===== src/rtl/ref_clk_edge_trainer.sv =====
// Reference-clock capture trainer: sweeps the IOD receive delay tap by tap, finds the CK edge
// from the deserialised sample words, then backs the delay line off by a fixed margin.
module ref_clk_edge_trainer #(
  parameter int unsigned MaxTaps      = 128,
  parameter int unsigned TapW         = 7,
  parameter int unsigned SettleCycles = 8,
  parameter int unsigned SampleCount  = 16,
  parameter int unsigned BackoffTaps  = 4,
  parameter logic [7:0]  PatternA     = 8'h55,
  parameter logic [7:0]  PatternB     = 8'hAA
) (
  input  logic            fab_clk_i,
  input  logic            reset_i,
  input  logic            train_start_i,
  input  logic [7:0]      rx_data_i,
  input  logic            delay_line_out_of_range_i,
  output logic            delay_line_load_o,
  output logic            delay_line_move_o,
  output logic            delay_line_direction_o,
  output logic            eye_monitor_clear_flags_o,
  output logic            train_busy_o,
  output logic            train_done_o,
  output logic            train_err_o,
  output logic [TapW-1:0] edge_tap_o,
  output logic [TapW-1:0] final_tap_o
);

  localparam int unsigned   CntW       = $clog2(SettleCycles + SampleCount + 1);
  localparam logic [CntW-1:0] SettleLast = CntW'(SettleCycles - 1);
  localparam logic [CntW-1:0] SampleLast = CntW'(SampleCount - 1);
  localparam logic [CntW-1:0] CntOne     = CntW'(1);
  localparam logic [TapW-1:0] TapLast    = TapW'(MaxTaps - 1);
  localparam logic [TapW-1:0] BackoffMax = TapW'(BackoffTaps);
  localparam logic [TapW-1:0] TapOne     = TapW'(1);

  typedef enum logic [3:0] {
    StIdle, StLoad, StSettle, StSample, StEval, StMoveUp, StBackoff, StDone, StError
  } state_e;

  state_e          state_q;
  logic [CntW-1:0] cnt_q;
  logic [TapW-1:0] tap_cnt_q, final_tap_q, edge_tap_q, bo_rem_q;
  logic [7:0]      w0_q, ref_word_q;
  logic            stable_q, ref_valid_q, load_settle_q;
  logic            load_q, move_q, dir_q, clr_q, busy_q, done_q, err_q;

  logic            word_is_pattern;
  logic            oor_abort;
  logic            edge_found;
  logic [TapW-1:0] backoff_init;

  always_comb begin
    word_is_pattern = (rx_data_i == PatternA) || (rx_data_i == PatternB);
    // The limit flag is meaningless while the line reloads and settles after LOAD.
    oor_abort = delay_line_out_of_range_i && busy_q && (state_q != StLoad) &&
                !((state_q == StSettle) && load_settle_q);
    edge_found   = stable_q && ref_valid_q && (w0_q != ref_word_q);
    backoff_init = (tap_cnt_q < BackoffMax) ? tap_cnt_q : BackoffMax;
  end

  always_ff @(posedge fab_clk_i or posedge reset_i) begin
    if (reset_i) begin
      state_q       <= StIdle;
      cnt_q         <= '0;
      tap_cnt_q     <= '0;
      final_tap_q   <= '0;
      edge_tap_q    <= '0;
      bo_rem_q      <= '0;
      w0_q          <= '0;
      ref_word_q    <= '0;
      stable_q      <= 1'b0;
      ref_valid_q   <= 1'b0;
      load_settle_q <= 1'b0;
      load_q        <= 1'b0;
      move_q        <= 1'b0;
      dir_q         <= 1'b0;
      clr_q         <= 1'b0;
      busy_q        <= 1'b0;
      done_q        <= 1'b0;
      err_q         <= 1'b0;
    end else begin
      load_q <= 1'b0;
      move_q <= 1'b0;
      clr_q  <= 1'b0;
      if (oor_abort) begin
        state_q <= StError;
        busy_q  <= 1'b0;
        err_q   <= 1'b1;
      end else begin
        unique case (state_q)
          StIdle, StDone, StError: begin
            if (train_start_i) begin
              state_q       <= StLoad;
              load_q        <= 1'b1;
              clr_q         <= 1'b1;
              dir_q         <= 1'b1;
              busy_q        <= 1'b1;
              done_q        <= 1'b0;
              err_q         <= 1'b0;
              tap_cnt_q     <= '0;
              final_tap_q   <= '0;
              edge_tap_q    <= '0;
              ref_valid_q   <= 1'b0;
              load_settle_q <= 1'b0;
            end
          end
          StLoad: begin
            state_q       <= StSettle;
            cnt_q         <= '0;
            load_settle_q <= 1'b1;
          end
          StSettle: begin
            if (cnt_q == SettleLast) begin
              state_q       <= StSample;
              cnt_q         <= '0;
              load_settle_q <= 1'b0;
            end else begin
              cnt_q <= cnt_q + CntOne;
            end
          end
          StSample: begin
            if (cnt_q == '0) begin
              w0_q     <= rx_data_i;
              stable_q <= word_is_pattern;
            end else if (rx_data_i != w0_q) begin
              stable_q <= 1'b0;
            end
            if (cnt_q == SampleLast) begin
              state_q <= StEval;
              cnt_q   <= '0;
            end else begin
              cnt_q <= cnt_q + CntOne;
            end
          end
          StEval: begin
            if (edge_found) begin
              edge_tap_q <= tap_cnt_q;
              bo_rem_q   <= backoff_init;
              cnt_q      <= '0;
              if (backoff_init == '0) begin
                state_q <= StDone;
                busy_q  <= 1'b0;
                done_q  <= 1'b1;
              end else begin
                state_q <= StBackoff;
                dir_q   <= 1'b0;
              end
            end else if (tap_cnt_q == TapLast) begin
              state_q <= StError;
              busy_q  <= 1'b0;
              err_q   <= 1'b1;
            end else begin
              if (stable_q && !ref_valid_q) begin
                ref_word_q  <= w0_q;
                ref_valid_q <= 1'b1;
              end
              // Direction has been high since LOAD, so the up-move is already qualified.
              state_q     <= StMoveUp;
              move_q      <= 1'b1;
              clr_q       <= 1'b1;
              tap_cnt_q   <= tap_cnt_q + TapOne;
              final_tap_q <= final_tap_q + TapOne;
            end
          end
          StMoveUp: begin
            state_q <= StSettle;
            cnt_q   <= '0;
          end
          StBackoff: begin
            if (cnt_q != '0) begin
              cnt_q <= cnt_q - CntOne;
            end else if (bo_rem_q == '0) begin
              state_q <= StDone;
              busy_q  <= 1'b0;
              done_q  <= 1'b1;
            end else begin
              move_q      <= 1'b1;
              clr_q       <= 1'b1;
              final_tap_q <= final_tap_q - TapOne;
              bo_rem_q    <= bo_rem_q - TapOne;
              cnt_q       <= SettleLast;
            end
          end
          default: state_q <= StIdle;
        endcase
      end
    end
  end

  assign delay_line_load_o         = load_q;
  assign delay_line_move_o         = move_q;
  assign delay_line_direction_o    = dir_q;
  assign eye_monitor_clear_flags_o = clr_q;
  assign train_busy_o              = busy_q;
  assign train_done_o              = done_q;
  assign train_err_o               = err_q;
  assign edge_tap_o                = edge_tap_q;
  assign final_tap_o               = final_tap_q;

endmodule


===== config.mk =====
export PLATFORM = sky130hd
export DESIGN_NAME = ref_clk_edge_trainer
export DESIGN_NICKNAME = d
export VERILOG_FILES = /design/src/rtl/ref_clk_edge_trainer.sv
export SDC_FILE = /design/constraint.sdc
export NUM_CORES = 1
export LEC_CHECK = 0
export ABC_CLOCK_PERIOD_IN_PS = 4300
export CORE_MARGIN = 1
export CORE_UTILIZATION = 63
export CTS_CLUSTER_DIAMETER = 30
export DETAILED_ROUTE_END_ITERATION = 7
export GPL_TIMING_DRIVEN = 0
export PLACE_DENSITY = 0.86
export SETUP_SLACK_MARGIN = 0.05
export SLEW_MARGIN = 15
export SYNTH_ARGS = -nofsm -noshare
export SYNTH_HDL_FRONTEND = slang
export SYNTH_SLANG_ARGS = --single-unit

===== constraint.sdc =====
create_clock -name fab_clk_i -period 4.3 [get_ports fab_clk_i]
set_input_delay 1.075 -clock fab_clk_i [delete_from_list [all_inputs] [get_ports fab_clk_i]]
set_output_delay 1.075 -clock fab_clk_i [all_outputs]
set_load 0.005 [all_outputs]

==> results.tsv, run 1 <==
metric	value	unit
Worst Path Required	4.53	ns
Max FO, Critical Path	12	
initial core utilization	65.22	%
Max-slew headroom	52.26	%
Detail Placement HPWL	6433	µm
worst slew pin tran	0.7130	ns
Rows	28	
XOR/XNOR Fraction of Synth Area	4.763	%
Pleak	1.965	nW
Multi-input gate area	2127	µm²
mux cell area share after synthesis	5.476	%
design area	4529	µm²
Final Worst Setup Slack	1.364	ns
WHS	0.5153	ns
post-CTS sizing	0	
HP Class	reg -> reg	
Worst Clk Skew	0.01619	ns
initial antenna violation count	0	
Peak Freq	340.7	MHz
Max Used Layer	met4	
Sequential Area	1577	µm²
# fillers	425	
Synth Register Bits	63	
post-synth net total	433	
Area growth syn-to-layout	17.30	%
CTS tree	yes	
vias per inst	6.348	
Setup TNS Final	0	ns
clock latency at the later pin of the worst-skew pair	0.36	ns
R2R cell count	11	
post-CTS setup buffer count	0	
die width	80.29	µm
H-Tree Depth	3	
vias	3377	
cell taking the most area after synthesis	dfrtp_1	
final core occ	76.50	%
Syn Inst Count	408	
Root Buffer Master	clkbuf_8	
router iterations before antenna repair	5	
hold_sp	final_tap_o[5]	
Ports	33	
global-route wire length before repair	15350	µm
largest net degree at the start of global routing	47	
CP Class	reg -> reg	
nets	477	
WL met2	4393	µm
power density cells	556.6	nW/µm²
sequential area share after synthesis	40.83	%
met3 WL post-DR	512	µm
synthesized area	3861	µm²
Fin. Hold Viols	0	
Iteration-0 DRC Markers	262	
routed len/inst	17.07	µm
clock buffer depth	2	
Yosys cell types	66	
final setup fails	0	
top-count cell post-synth	dfrtp_1	
placed instance area	4305	µm²
Hold Path Depth	2	
Clock Pin Slew Worst Setup and Hold Paths	0.07	ns
r2r endpoint	final_tap_o[6]	
worst reg2reg startpoint	state_q[3]	
synth cell count leaders	dfrtp_1 (63), nand2_1 (44), o21ai_0 (35)	
Final Max Tran Viols	0	
main area contributors after synthesis	dfrtp_1 (41%), mux2_2 (5.0%), o21ai_0 (4.5%)	
Port-buffer cells	32	
M1 wire length	3955	µm
element type at the critical path start	register	
critical path arrival	3.17	ns
Tot GR Track Use	31.33	%
yosys warns	0	
Diodes inserted	0	
share of cells above drive strength 1	13.79	%
residual DRC count	0	
Die Y-Extent	80.29	µm
WL final	9082	µm
Core Box Area	5921	µm²
dpl ws	1.096	ns
grt ovf	0	
Synth Area in Compound Gates	20.35	%
Post-synth EDFFs	0	
clk sinks	63	
outcome	complete, no violations	
number of global-route vias before repair	3221	
largest family of logic cells by synthesized area	compound AO/OA/AOI/OAI gates	
antenna viol nets, final	0	
CTS Hold Buffers Added	0	
worst vdd ir	0.0003815	V
syn_area_per_cell	9.464	µm²
CTS Buf Count	9	
Die Area	6446	µm²
RSZ-0062 raised after global routing	false	
ys flop type	dfrtp_1	
Synth Area in Adders	4.407	%
Max Cap Violations	0	
hold path endpoint	final_tap_o[5]	
Worst Setup End Kind	register	
R2R Setup Slk	1.36	ns
Final period util	68.27	%
Synth top area share	40.83	%
area share of and/or/nand/nor cells after synthesis	20.09	%
GPL Wtd Cong	0.9400	
Post-synth ARST share	100.0	%
post-route minimum period	2.936	ns
==> final cells by class <==
class	count	share of cell area, %
tap	75	2.072
buffer	19	1.906
clock inverter	3	1.436
clock buffer	13	3.508
timing repair buffer	33	7.680
multi-input combinational	307	46.96
sequential	63	34.81
inverter	19	1.630
==> worst max-delay path by stage <==
stage	start	to	slack (ns)	depth (start not counted)
finish	state_q[3]	final_tap_o[6]	1.36	11
global route	state_q[3]	final_tap_o[6]	1.14	11
CTS	state_q[3]	final_tap_o[6]	1.35	11
detailed placement	delay_line_out_of_range_i	bo_rem_q[0]	1.10	8
global placement	reset_i	edge_tap_o[2]	0.56	2
floorplan	reset_i	bo_rem_q[0]	1.66	1
==> per-layer routing <==
| metal | global-route usage, % | vias to the layer above |
|---|---|---|
| li1 | - | 1594 |
| met1 | 40.31 | 1648 |
| met2 | 52.31 | 112 |
| met3 | 6.023 | 23 |
| met4 | 11.61 | 0 |
| met5 | 0 | - |
==> critical path: stages, from the launching register on <==
cell,delay (ns)
dfrtp_1,0.37
buf_2,0.19
nand4bb_1,0.18
buf_2,0.20
inv_1,0.36
ha_1,0.36
a211oi_1,0.32
o21bai_1,0.13
a21oi_1,0.20
xnor2_1,0.17
nor4_1,0.07
a221o_1,0.28
==> kinds of logic (layout without fill, tap and decap cells) <==
family                   Yosys count  count (layout)
AND/OR/NAND/NOR                  132             132
flip-flops                        63              63
multiplexers                      19              19
AO/OA/AOI/OAI                    122             122
buffers and inverters             38              87
adder cells (fa/ha/maj)           13              13
XOR/XNOR                          21              21
==> state kept, by name, summed over array words and instances, names as in the netlist <==
signal	cells
stable_q	1
ref_word_q	8
bo_rem_q	7
tap_cnt_q	7
load_settle_q	1
eye_monitor_clear_flags_o	1
delay_line_move_o	1
delay_line_load_o	1
w0_q	8
final_tap_o	7
train_busy_o	1
state_q	4
train_done_o	1
edge_tap_o	7
delay_line_direction_o	1
cnt_q	5
ref_valid_q	1
train_err_o	1
==> report_power, final <==
group          total (W)  switching (W)  internal [W]
sequential      0.000832       0.000120      0.000712
combinational    0.00110       0.000649      0.000449
clock           0.000592       0.000234      0.000358
total            0.00252        0.00100       0.00152
==> placed cells by master (no fill, tap or decap), drive strengths merged, types with 3 or more instances in the layout <==
master / instances
o211ai: 5
clkdlybuf4s50: 32
clkbuf: 18
mux2: 17
nand2: 44
o21ai: 40
or3: 6
or4: 7
nand4: 4
nor2: 21
inv: 19
xnor2: 12
xor2: 9
nor4: 4
or4b: 3
a211oi: 3
dfrtp: 63
ha: 12
or3b: 3
nand3: 10
o21bai: 3
a21o: 3
a31oi: 6
o31ai: 12
nand2b: 3
nor3: 9
a21oi: 31
buf: 15
==> metrics by stage <==
| stage | instances | total power [W] |
|---|---|---|
| 5_1_grt | 532 | 0.002667 |
| 2_1_floorplan | 408 | 0.001603 |
| 3_5_place_dp | 516 | 0.001909 |
| 6_report | 532 | 0.002521 |
| 3_3_place_gp | 515 | 0.001866 |
| 4_1_cts | 532 | 0.002503 |
Power figures use the tool's default switching activity.
==> run 2, diff against run 1 <==
Settings changed: ABC_CLOCK_PERIOD_IN_PS 4300 to 2700, CORE_UTILIZATION 63 to 53, PLACE_DENSITY 0.86 to 0.77.
Clock period 4.3 ns to 2.7 ns, I/O delays scaled along.
==> run 2 against run 1 <==
Compared with the run above: sequential power grew 60%; register-to-register slack got worse by 1.2 ns; clock power grew 55%; fmax rose by 15%; critical path type unchanged; largest power group unchanged; highest routed layer unchanged.
==> results.tsv, run 2 (same netlist as run 1, synthesis figures left out) <==
metric	value	unit
outcome	complete, no violations	
cells along the critical path	buf_2, nand4bb_1, buf_6, clkinvlp_4, buf_4, buf_4, ha_1, a21o_1, a21oi_2, o21bai_1, a21oi_1, xor2_1, o31ai_1	
Root Buffer Master	clkbuf_8	
Rows	30	
GPL Wtd Cong	0.9702	
residual DRC count	0	
worst vdd ir	0.0004981	V
most frequent cells in the layout	dfrtp_1 (63), nand2_1 (44), o21ai_0 (34)	
Tot GR Track Use	25.50	%
H-Tree Depth	3	
initial core utilization	55.91	%
worst slew pin tran	0.7492	ns
Setup TNS Final	0	ns
design area	4634	µm²
RSZ-0062 raised after global routing	true	
placed instance area	4332	µm²
Die Area	7631	µm²
grt ovf	0	
CTS tree	yes	
post-route minimum period	2.548	ns
Final Max Tran Viols	0	
Final period util	94.37	%
CP Class	reg -> reg	
biggest regs	ref_word_q x8, w0_q x8	
global-route wire length before repair	15070	µm
share of cells above drive strength 1	16.41	%
# fillers	572	
Iteration-0 DRC Markers	269	
largest net degree at the start of global routing	46	
commonest non-fill, non-tap cell in the layout	dfrtp_1	
Clock Pin Slew Worst Setup and Hold Paths	0.07	ns
Worst Path Required	2.91	ns
initial antenna violation count	0	
Diodes inserted	0	
element type at the critical path start	register	
Fin. Hold Viols	0	
Area growth syn-to-layout	20.03	%
WL final	8952	µm
power density cells	857.9	nW/µm²
number of global-route vias before repair	3197	
antenna viol nets, final	0	
die width	87.36	µm
vias	3322	
routed len/inst	16.01	µm
critical path arrival	2.76	ns
Detail Placement HPWL	6278	µm
clock latency at the later pin of the worst-skew pair	0.35	ns
Max Cap Violations	0	
Critical path origin	state_q[1]	
clk sinks	63	
vias per inst	5.943	
Die Y-Extent	87.36	µm
hold_sp	final_tap_o[2]	
worst reg2reg startpoint	state_q[1]	
Max FO, Critical Path	10	
Max-slew headroom	49.78	%
Worst path slowest cell	dfrtp_1	
Ports	33	
final setup fails	0	
Critical Path Max Stage Delay	0.37	ns
router iterations before antenna repair	4	
Worst Setup End Kind	register	
HP Class	reg -> reg	
Core Box Area	6907	µm²
crit-path most repeated cell	buf_4	
Port-buffer cells	32	
CTS Buf Count	9	
Pleak	1.982	nW
Peak Freq	392.5	MHz
clock buffer depth	2	
Worst Clk Skew	0.01038	ns
nets	483	
## run 2: cell types whose count changed in the layout (fill, tap and decap cells not counted), sizes merged
cell,before,now
buf,15,21
inv,19,18
clkinv,1,3
clkinvlp,0,3
clkbuf,18,14
## run 2: layout make-up
cell class | instances | area [µm²] | share of cell area [%]
Tap cell | 96 | 120.1 | 2.592
Clock buffer | 9 | 123.9 | 2.673
Multi-Input combinational cell | 307 | 2151 | 46.41
Inverter | 19 | 77.57 | 1.674
Buffer | 19 | 95.09 | 2.052
Clock inverter | 7 | 97.59 | 2.106
Sequential cell | 63 | 1577 | 34.02
Timing Repair Buffer | 39 | 392.9 | 8.477
## run 2: power by group
group / leakage [nW] / total (W) / switching (W) / internal (W)
clock: 0.105 / 0.000915 / 0.000394 / 0.000521
combinational: 1.06 / 0.00173 / 0.00100 / 0.000732
sequential: 0.821 / 0.00133 / 0.000196 / 0.00113
total: 1.98 / 0.00398 / 0.00159 / 0.00239
## run 2: final timing paths
path                                  end  slack, ns  cells after the start
max                        final_tap_o[5]       0.15                     13
min                        final_tap_o[2]       0.51                      2
max reg2reg                final_tap_o[5]       0.15                     13
min reg2reg                final_tap_o[2]       0.51                      2
max in group asynchronous     bo_rem_q[1]       1.58                      3
min in group asynchronous  final_tap_o[6]       0.62                      2
## run 2: worst max-delay path, delay by kind of cell (launching register included)
family / cells / cell delay, ns
AOI/OAI and AO/OA: 5 / 0.69
xor gates and xnor gates: 1 / 0.17
adders and majority gates: 1 / 0.27
buffers and inverters: 5 / 0.78
DFF: 1 / 0.37
and+or+nand+nor: 1 / 0.14
## run 2: timing repair
action	4_1_cts	5_1_grt
resized for setup	6	4
hold buffers	0	0
pin swaps	0	2
setup buffers	2	4
setup endpoints to repair	2	8
## run 2: routing by layer
metal	routed length (µm)	global-route usage, %	up-vias
li1	-	-	1604
met1	4059	32.77	1644
met2	4464	42.90	56
met3	273	5.498	18
met4	155	8.048	0
met5	0	0	-
## run 2: metrics by stage
stage	total power [W]	utilization [%]	hold slack, ns	worst slack [ns]	instances
floorplan	0.002553	-	0.4714	0.1808	408
global placement	0.002966	62.28	0.4936	-0.6969	536
detailed placement	0.003020	62.72	0.5043	-0.2374	537
CTS	0.003950	66.38	0.5214	0.08001	555
global route	0.004239	67.10	0.5339	0.02467	559
finish	0.003976	67.10	0.5098	0.1520	559
